**config.mk**
```make
export PLATFORM = sky130hd
export DESIGN_NAME = rd_req_arbiter
export DESIGN_NICKNAME = d
export VERILOG_FILES = /design/src/rtl/rd_req_arbiter.sv
export SDC_FILE = /design/constraint.sdc
export NUM_CORES = 1
export LEC_CHECK = 0
export ABC_AREA = 1
export CAP_MARGIN = 10
export CORE_AREA = 2 2 144 146
export DETAILED_ROUTE_END_ITERATION = 10
export DIE_AREA = 0 0 146 148
export GPL_TIMING_DRIVEN = 0
export HOLD_SLACK_MARGIN = 0.06
export PLACE_DENSITY = 0.68
export SETUP_SLACK_MARGIN = 0.1
export SLEW_MARGIN = 15
export SYNTH_ARGS = -nofsm -noshare
export SYNTH_HDL_FRONTEND = slang
export SYNTH_HIERARCHICAL = 1
export SYNTH_SLANG_ARGS = --single-unit
```
**constraint.sdc**
```tcl
create_clock -name clk -period 2.3 [get_ports clk]
set_input_delay 0.23 -clock clk [delete_from_list [all_inputs] [get_ports clk]]
set_output_delay 0.23 -clock clk [all_outputs]
set_load 0.01 [all_outputs]
```
**src/rtl/rd_req_arbiter.sv**
```systemverilog
// Round-robin, per-burst arbiter that shares one AXI burst-read request channel
// among N_REQ requesters. The granted index goes out as rd_id for response routing.

module rd_req_arb_lane #(
  parameter int ID_W = 2,
  parameter int IDX  = 0
) (
  input  logic            gnt_ack,
  input  logic [ID_W-1:0] rd_id,
  output logic            ack
);
  assign ack = gnt_ack && (rd_id == ID_W'(IDX));
endmodule

module rd_req_arbiter #(
  parameter int N_REQ  = 4,
  parameter int ID_W   = 2,
  parameter int ADDR_W = 64,
  parameter int LEN_W  = 8
) (
  input  logic                    clk,
  input  logic                    rst,
  input  logic                    en,
  input  logic [N_REQ-1:0]        req_i,
  input  logic [N_REQ*LEN_W-1:0]  len_i,
  input  logic [N_REQ*ADDR_W-1:0] addr_i,
  output logic [N_REQ-1:0]        ack_o,
  output logic                    rd_req,
  output logic [LEN_W-1:0]        rd_len,
  output logic [ADDR_W-1:0]       rd_address,
  output logic [ID_W-1:0]         rd_id,
  input  logic                    rd_req_ack,
  output logic                    busy
);

  typedef enum logic {IDLE, GRANT} state_t;

  state_t                         state, state_nx;
  logic [ID_W-1:0]                last_gnt;
  logic [N_REQ-1:0][LEN_W-1:0]    len_a;
  logic [N_REQ-1:0][ADDR_W-1:0]   addr_a;
  logic                           hi_vld, lo_vld, sel_vld, load;
  logic [ID_W-1:0]                hi_idx, lo_idx, sel_idx;
  logic [LEN_W-1:0]               nx_len;
  logic [ADDR_W-1:0]              nx_addr;
  logic                           gnt_ack;

  assign len_a  = len_i;
  assign addr_a = addr_i;

  // Circular search from last_gnt+1: lowest requester above last_gnt wins,
  // otherwise wrap to the lowest requester at or below it.
  always_comb begin
    hi_vld = 1'b0;
    lo_vld = 1'b0;
    hi_idx = '0;
    lo_idx = '0;
    for (int i = N_REQ - 1; i >= 0; i--) begin
      if (req_i[i]) begin
        if (i > int'(last_gnt)) begin
          hi_vld = 1'b1;
          hi_idx = ID_W'(i);
        end else begin
          lo_vld = 1'b1;
          lo_idx = ID_W'(i);
        end
      end
    end
    sel_vld = hi_vld || lo_vld;
    sel_idx = hi_vld ? hi_idx : lo_idx;
  end

  always_comb begin
    nx_len  = '0;
    nx_addr = '0;
    for (int i = 0; i < N_REQ; i++) begin
      if (sel_idx == ID_W'(i)) begin
        nx_len  = len_a[i];
        nx_addr = addr_a[i];
      end
    end
  end

  always_comb begin
    state_nx = state;
    load     = 1'b0;
    case (state)
      IDLE: begin
        if (en && sel_vld) begin
          state_nx = GRANT;
          load     = 1'b1;
        end
      end
      GRANT: begin
        if (rd_req_ack) state_nx = IDLE;
      end
      default: state_nx = IDLE;
    endcase
  end

  always_ff @(posedge clk) begin
    if (rst) begin
      state      <= IDLE;
      last_gnt   <= ID_W'(N_REQ - 1);
      rd_id      <= '0;
      rd_len     <= '0;
      rd_address <= '0;
    end else begin
      state <= state_nx;
      if (load) begin
        last_gnt   <= sel_idx;
        rd_id      <= sel_idx;
        rd_len     <= nx_len;
        rd_address <= nx_addr;
      end
    end
  end

  // rd_req and busy come straight from the state flop: no input-to-output path.
  assign rd_req  = (state == GRANT);
  assign busy    = (state == GRANT);
  assign gnt_ack = rd_req_ack && (state == GRANT) && !rst;

  for (genvar g = 0; g < N_REQ; g++) begin : g_lane
    rd_req_arb_lane #(.ID_W(ID_W), .IDX(g)) u_lane (
      .gnt_ack (gnt_ack),
      .rd_id   (rd_id),
      .ack     (ack_o[g])
    );
  end

endmodule

```
### Word level (Yosys, flattened, before mapping)

Cells that the tools add are included.

| word-level totals | value |
|---|---|
| word-level logic and storage cells | 65 |
| input bits | 296 |
| bits in registers | 77 |

| operators by class | value |
|---|---|
| mux-type cells | 39 |
| $lt $le $gt $ge | 3 |
| bitwise logic cells | 1 |
| reduce and logical (&&, ||, !) cells | 11 |
| eq/ne operators | 6 |

Operators by type and width:

| operator | count |
|---|---|
| two-way mux 64 bit | 4 |
| two-way mux 8 bit | 4 |
| two-way mux 2 bit | 14 |
| two-way mux 1 bit | 16 |
| == test 2 bit, second input constant | 4 |
| logical AND 1 bit | 7 |
| == test 2 x 1 -> 1 bit, second input constant | 2 |
| greater-than comparator 2 bit, first input constant | 2 |
| zero test 2 bit | 2 |
| greater-than comparator 1 x 2 -> 1 bit, first input constant | 1 |
| one-hot mux 1 bit (2 select lines) | 1 |
| zero test 1 bit | 1 |
| logical OR 1 bit | 1 |
| inverter 1 bit | 1 |

### Depth between registers and ports, before layout

Gate-level depths: netlist of the first run.

| logic depth | value |
|---|---|
| depth in word-level cells | 14 |
| depth in mapped cells | 13 |
| depth with buffers taken out | 12 |

### Modules after synthesis

The synthesis of the first run kept the hierarchy.

Modules (own cells, without submodules):

| module | times used | cells each | area each (um^2) |
|---|---|---|---|
| rd_req_arbiter | 1 | 907 | 5,411.4 |
| rd_req_arb_lane (g_lane[0].u_lane ...) | 2 | 3 | 13.8 |
| rd_req_arb_lane (g_lane[1].u_lane ...) | 2 | 2 | 10.0 |

### Least setup slack after synthesis of the first run

OpenSTA, ideal clock, no wires.

| timing | value |
|---|---|
| kind | flip-flop to flip-flop |
| start point | register last_gnt[1] |
| end point | register rd_address[31] |
| data arrival time | 1.448 ns |
| path buffers | 1 |
| clock period less this slack | 1.580 ns |
| setup slack | 0.720 ns |
| stages on the path, launching flop included | 13 |
| cells stage by stage | dfxtp_1 nand2_1 nand2_1 nand2_2 nor2_2 nand2_1 nand2_2 buf_1 nand3b_1 nand2_1 inv_1 nand2_1 a21oi_1 |

| on the way | value |
|---|---|
| word-level cells in the longest chain between the ends | 14 |
| elaborated cells between the ends (all ways) | 42 |
| those cells by class | order compare (3); eq/ne (3); mux (33); reduce/logical (3) |

Ends and longest elaborated chain:

| what | line | text |
|---|---|---|
| start, declared | 39 | `logic [ID_W-1:0] last_gnt;` |
| start signal, assigned | 104 | `last_gnt <= ID_W'(N_REQ - 1);` |
| start signal, assigned | 111 | `last_gnt <= sel_idx;` |
| greater-than comparator 2 bit | 60 | `if (i > int'(last_gnt)) begin` |
| two-way mux 2 bit | 60 |  |
| two-way mux 2 bit | 59 | `if (req_i[i]) begin` |
| two-way mux 2 bit | 60 |  |
| two-way mux 2 bit | 59 |  |
| two-way mux 2 bit | 60 |  |
| two-way mux 2 bit (2 in series) | 59 |  |
| two-way mux 2 bit | 70 | `sel_idx = hi_vld ? hi_idx : lo_idx;` |
| zero test 2 bit | 77 | `if (sel_idx == ID_W'(i)) begin` |
| two-way mux 64 bit (4 in series) | 77 |  |
| end signal, assigned | 114 | `rd_address <= nx_addr;` |
| end, declared | 30 | `output logic [ADDR_W-1:0] rd_address,` |

Several ways; a longest one is shown, not always the timed one.
A chain may end at the register's enable or synchronous reset.

### Worst setup path in the final report of the first run

| timing | value |
|---|---|
| start point | input port rst |
| end point | output port ack_o[2] |

| on the way | value |
|---|---|
| word-level cells in the longest chain between the ends | 3 |

Ends and longest elaborated chain:

| what | line | text |
|---|---|---|
| start, declared | 22 | `input logic rst,` |
| zero test 1 bit | 122 | `assign gnt_ack = rd_req_ack && (state == GRANT) && !rst;` |
| logical AND 1 bit | 122 |  |
| named net gnt_ack | 46 | `logic gnt_ack;` |
| logical AND 1 bit | 12 | `assign ack = gnt_ack && (rd_id == ID_W'(IDX));` |
| end, declared | 27 | `output logic [N_REQ-1:0] ack_o,` |

The timed path passes the listed nets, and every way through them passes these cells.

==> flow_summary.yaml, run 1 <==
job:
  cap_violations: 0
detailed_routing:
  via_per_inst: 4.74
  wire_per_inst_um: 16.6
  ant_nets: 0
  drt_iter0_drc: 307
  vias: 7477
  remaining_drc_errors: 0
  dr.pass1.iters: 5
  finalWirelength_um: 26200
pwr:
  ir_drop_mv: 0.294
  p_leak_nw: 4.13
  powerDensity_nw_per_um2: 569
logic_synthesis:
  yosys-top-cells-count: "nand2_1, nand3_1, dfxtp_1"
  synth_area_sq_um: 5460
  synth_edf_count: 0
  synth_nets: 1213
  synth.avg_cell_area_sq_um: 5.95
  synth_seq_cells: 77
  synthArstFlopShare_pct: 0
  synth_top_cell_area_share_pct: 28.2
  synthFlopType: "dfxtp_1"
  yosysMostFrequentCell: "nand2_1"
  yosys_warnings: 6
  ys_seq_area_share_pct: 28.2
  synthDistinctLibCells: 22
  synth_area_leaders: "dfxtp_1, nand3_1, nand2_1"
  synth_top_cell_by_area: "dfxtp_1"
  synth_cells: 917
critical_path:
  crit_slowest_cell: "clkdlybuf4s50_1"
  critPathMostFrequentCell: "clkdlybuf4s50_1"
  arrival_ns: 1.88
  end_kind: "output port"
  start_kind: "input pin"
  cpPeakStageDelay_ns: 0.53
  critPathKind: "input pin to output port"
  cp_top_family: "buffers and inverters"
  worstPathCellList: "clkdlybuf4s50_1, buf_6, clkbuf_8, nor2_4, nand2_1, nor2_2, clkdlybuf4s50_1"
  crit_buf_inv: 4
  worstPathRequired_ns: 2.07
  path_max_fanout: 10
clocking:
  clk-insertion-delay-late_ns: 0.33
  cts_num_sinks: 77
  cts_htree_levels: 3
  clk_pin_slew_ns: 0.06
  cts_inserted_buffers: 9
  clock_path_buffers: 2
  postCtsSetupBuffers: 0
  cts_tree: "done"
  root_buffer: "clkbuf_16"
finish:
  area_delta_synth_final_pct: 80.7
  layout.nets: 1599
  final_cells: 1578
  drive_gt1_share_pct: 7.12
  post-route-util_pct: 49.2
timing:
  period_minus_slack_ns: 2.11
  slew_headroom_pct: 60.4
  tightest_slew_ns: 0.594
  fin_ws_ns: 0.189
  min_period_over_period_pct: 91.8
  max_freq_ghz: 0.474
  grt_setup_unrepaired: "true"
  setup_violations: 0
  skew_ns: 0.00752
  hold_viol_final: 0
  slew_viol_final: 0
grt:
  grt_first_pass_wirelength_um: 39400
  grt_remaining_overflow: 0
  antenna_found_initial: 2
  grt_max_degree: 13
  grt.total_usage_pct: 23.4
  grt_pass1_vias: 7218
placement:
  gp_congestion: 0.886
  dp_cells: 1562
  io_buffer_count: 375
  place_hpwl_um: 20900
  dp_slack_ns: -0.410
floorplan:
  die_h_um: 148
  start_util_pct: 27.2
  fp.coreArea_sq_um: 20000
  dieArea_sq_um: 21600
  die_x_um: 146
  rows: 52
  ios: 376
worst_hold_path:
  hold_class: "flip-flop to flip-flop"
status:
  status: "finished clean"
-- flip-flops by register name (all words and copies together) (netlist names) --
name        flops
busy            1
last_gnt        2
rd_address     64
rd_id           2
rd_len          8
-- kinds of logic (layout without fill, tap and decap cells) --
family | count (synthesis) | after routing | share of synthesized area [%]
other cells | 0 | 1 | 0
simple gates | 568 | 568 | 47.9
flops | 77 | 77 | 28.2
compound gates | 130 | 130 | 12.0
buf+inv | 142 | 532 | 11.8
-- timing repair --
action,4_1_cts,5_1_grt
hold endpoints to repair,0,0
resized for setup,8,26
endpoints found under the setup margin,14,57
hold buffers,0,0
pin swaps,0,0
-- metrics by stage --
step	instance area (sq um)	total power (W)	hold slack, ns	TNS (ns)
after CTS	9840	0.00565	0.465	0
after floorplan	5460	0.00298	0.393	0
after global routing	9860	0.00599	0.481	0
final	9860	0.00562	0.462	0
after detailed placement	9550	0.00432	0.455	-7.46
after global placement	9550	0.00430	0.451	-6.29
-- final timing paths --
check	start	to	slack, ns	depth (start not counted)
worst max register to register	last_gnt[1]$_SDFFE_PP1P_	rd_address[41]$_SDFFE_PP0P_	0.27	12
worst max-delay path	rst	ack_o[2]	0.19	7
worst min register to register	rd_address[38]$_SDFFE_PP0P_	rd_address[38]$_SDFFE_PP0P_	0.46	2
worst min-delay path	rd_address[38]$_SDFFE_PP0P_	rd_address[38]$_SDFFE_PP0P_	0.46	2
-- worst reg2reg max path: cells and delay by family (launching register included) --
family	cells	cell delay [ns]
AO/OA/AOI/OAI	1	0.12
AND/OR/NAND/NOR	8	0.94
buffers and inverters	3	0.52
flip-flops	1	0.39
-- power breakdown --
group / total [W] / leakage, nW / internal, W / switching [W]
Combinational: 0.00273 / 3.37 / 0.00129 / 0.00144
Clock: 0.00131 / 0.125 / 0.000725 / 0.000581
Sequential: 0.00158 / 0.633 / 0.00149 / 0.0000891
-- placed cells by master (no fill, tap or decap), types with 3 or more instances in the layout --
master	instances
clkdlybuf4s50_1	375
buf_4	11
buf_6	5
nor2_1	46
nand2_2	4
clkbuf_1	16
inv_1	61
nor2_4	3
nand3b_1	52
clkbuf_16	9
a21oi_1	55
nand3_1	198
clkbuf_2	15
o21ai_0	72
nand2_1	258
buf_2	30
nor2_2	5
dfxtp_1	77
inv_2	3
-- per-layer routing --
metal  vias up  track usage (%)  part of all wire, %
met4         2             6.31                  1.8
met2       299             43.2                   51
met3        34             6.33                  8.1
li1       3788                -                    -
met5         -                0                0.050
met1      3354             26.4                   40
-- cell type report --
type / count / area [sq um]
Antenna cell: 1 / 2.50
Buffer: 78 / 445
Clock buffer: 11 / 233
Clock inverter: 4 / 26.3
Fill cell: 2121 / 10200
Inverter: 64 / 240
Multi-Input combinational cell: 698 / 3280
Sequential cell: 77 / 1540
Tap cell: 270 / 338
Timing Repair Buffer: 375 / 3750
No activity file was read; power rests on OpenSTA's default activity.
==> inputs of run 2 (changes only) <==
Settings changed: DONT_BUFFER_PORTS set to 1, PLACE_DENSITY 0.68 to 0.44.
==> flow_summary.yaml, run 2 (synthesized netlist as in run 1, its figures left out) <==
status:
  status: "finished clean"
floorplan:
  dieArea_sq_um: 21600
  die_h_um: 148
  fp.coreArea_sq_um: 20000
  die_x_um: 146
  start_util_pct: 27.2
  rows: 52
  ios: 376
timing:
  grt_setup_unrepaired: "true"
  tightest_slew_ns: 0.594
  max_freq_ghz: 0.498
  period_minus_slack_ns: 2.01
  skew_ns: 0.00509
  slew_headroom_pct: 60.4
  holdWs_ns: 0.118
  setup_violations: 0
  hold_viol_final: 0
  slew_viol_final: 0
  min_period_over_period_pct: 87.2
worst_hold_path:
  hold_class: "input pin to flip-flop"
detailed_routing:
  wl_met2_um: 12100
  dr.pass1.iters: 5
  remaining_drc_errors: 0
  drt_iter0_drc: 301
  wl_met1_um: 9040
  wire_per_inst_um: 19.7
  ant_nets: 0
  via_per_inst: 5.06
  top_layer: "met5"
  wl_met3_um: 2280
  vias: 6104
  finalWirelength_um: 23800
finish:
  layout_common_cells: "nand2_1, nand3_1, dfxtp_1, o21ai_0, inv_1"
  layout.nets: 1225
  area_delta_synth_final_pct: 12.4
  drive_gt1_share_pct: 10.1
  largest_register_ffs: 64
  final_common_cell: "nand2_1"
  top_register: "rd_address"
  final_cells: 1206
  reg.largest.list: "rd_address (64), rd_len (8)"
critical_path:
  cp_top_family: "simple AND/OR/NAND/NOR gates"
  crit_slowest_cell: "dfxtp_1"
  arrival_ns: 2.27
  start_kind: "flip-flop"
  path_max_fanout: 10
  cpPeakStageDelay_ns: 0.39
  critPathKind: "flip-flop to flip-flop"
  critPathMostFrequentCell: "nand2_1"
  crit_buf_inv: 3
  worstPathCellList: "nand2_1, nand2_1, nand2_2, nand2_2, inv_2, nor2_4, buf_6, buf_2, nand3_1, nand3_1, nand2_1, a21oi_1"
  worstPathRequired_ns: 2.56
  end_kind: "flip-flop"
pwr:
  powerDensity_nw_per_um2: 808
  ir_drop_mv: 0.330
  p_comb_share_pct: 36.4
  clkPwrFrac_pct: 29.2
  p_leak_nw: 2.71
  switching_share_pct: 40.7
  intPower_w: 0.00294
  p_switching_w: 0.00202
  seqPwrFrac_pct: 34.4
grt:
  grt_first_pass_wirelength_um: 34300
  grt_remaining_overflow: 0
  grt_pass1_vias: 5865
  grt.total_usage_pct: 20.7
  grt_max_degree: 14
  antenna_found_initial: 3
clocking:
  clock_path_buffers: 2
  cts_tree: "done"
  cts_num_sinks: 77
  cts_htree_levels: 3
  root_buffer: "clkbuf_16"
  clk_pin_slew_ns: 0.06
  clk-insertion-delay-late_ns: 0.34
  cts_inserted_buffers: 9
placement:
  dp_cells: 1187
  gp_congestion: 0.818
  io_buffer_count: 0
  place_hpwl_um: 18800
job:
  cap_violations: 0
## run 2: what timing repair did
| item | in CTS | in global routing |
|---|---|---|
| setup buffers | 0 | 0 |
| endpoints found under the setup margin | 21 | 51 |
| hold endpoints to repair | 1 | 0 |
| resized for setup | 1 | 29 |
| hold buffers | 1 | 0 |
## run 2: per-stage QoR
step / TNS (ns) / cell area (sq um) / total power, W / worst slack [ns] / util, %
floorplan: 0 / 5460 / 0.00298 / 0.720 / -
global placement: 0 / 5800 / 0.00355 / 0.0190 / 28.9
detailed placement: -0.0830 / 5800 / 0.00355 / -0.0201 / 28.9
CTS: 0 / 6100 / 0.00504 / 0.152 / 30.5
global route: 0 / 6140 / 0.00533 / 0.0967 / 30.6
finish: 0 / 6140 / 0.00496 / 0.293 / 30.6
## run 2: worst paths after layout
check	start	to	slack, ns	cells after the start
worst min register to register	rd_address[23]$_SDFFE_PP0P_	rd_address[23]$_SDFFE_PP0P_	0.51	2
worst max register to register	last_gnt[0]$_SDFFE_PP1P_	rd_address[40]$_SDFFE_PP0P_	0.29	12
worst min-delay path	addr_i[117]	rd_address[53]$_SDFFE_PP0P_	0.12	4
worst max-delay path	last_gnt[0]$_SDFFE_PP1P_	rd_address[40]$_SDFFE_PP0P_	0.29	12
## run 2: worst min-delay path: stages
cell,delay [ns]
nand2_1,0.03
nand3_1,0.06
nor2_1,0.04
nor2_1,0.07
## run 2: layout make-up
class                           instances  area, sq um
Clock inverter                          6         63.8
Tap cell                              270          338
Inverter                               64          240
Sequential cell                        77         1540
Fill cell                            2362        13900
Timing Repair Buffer                    1         10.0
Antenna cell                            2         5.00
Multi-Input combinational cell        698         3280
Buffer                                 78          430
Clock buffer                           10          229
## run 2: power by group through the flow
stage	logic [W]	clock network [W]	registers, W
finish	0.00180	0.00145	0.00171
detailed placement	0.00181	0	0.00174
floorplan	0.00131	0	0.00167
global route	0.00204	0.00156	0.00172
global placement	0.00181	0	0.00174
CTS	0.00182	0.00151	0.00171
## run 2: per-layer routing
metal	GRT usage (%)	vias up
met5	0	-
met4	5.15	2
met3	6.85	23
met2	38.1	308
met1	23.1	2732
li1	-	3039
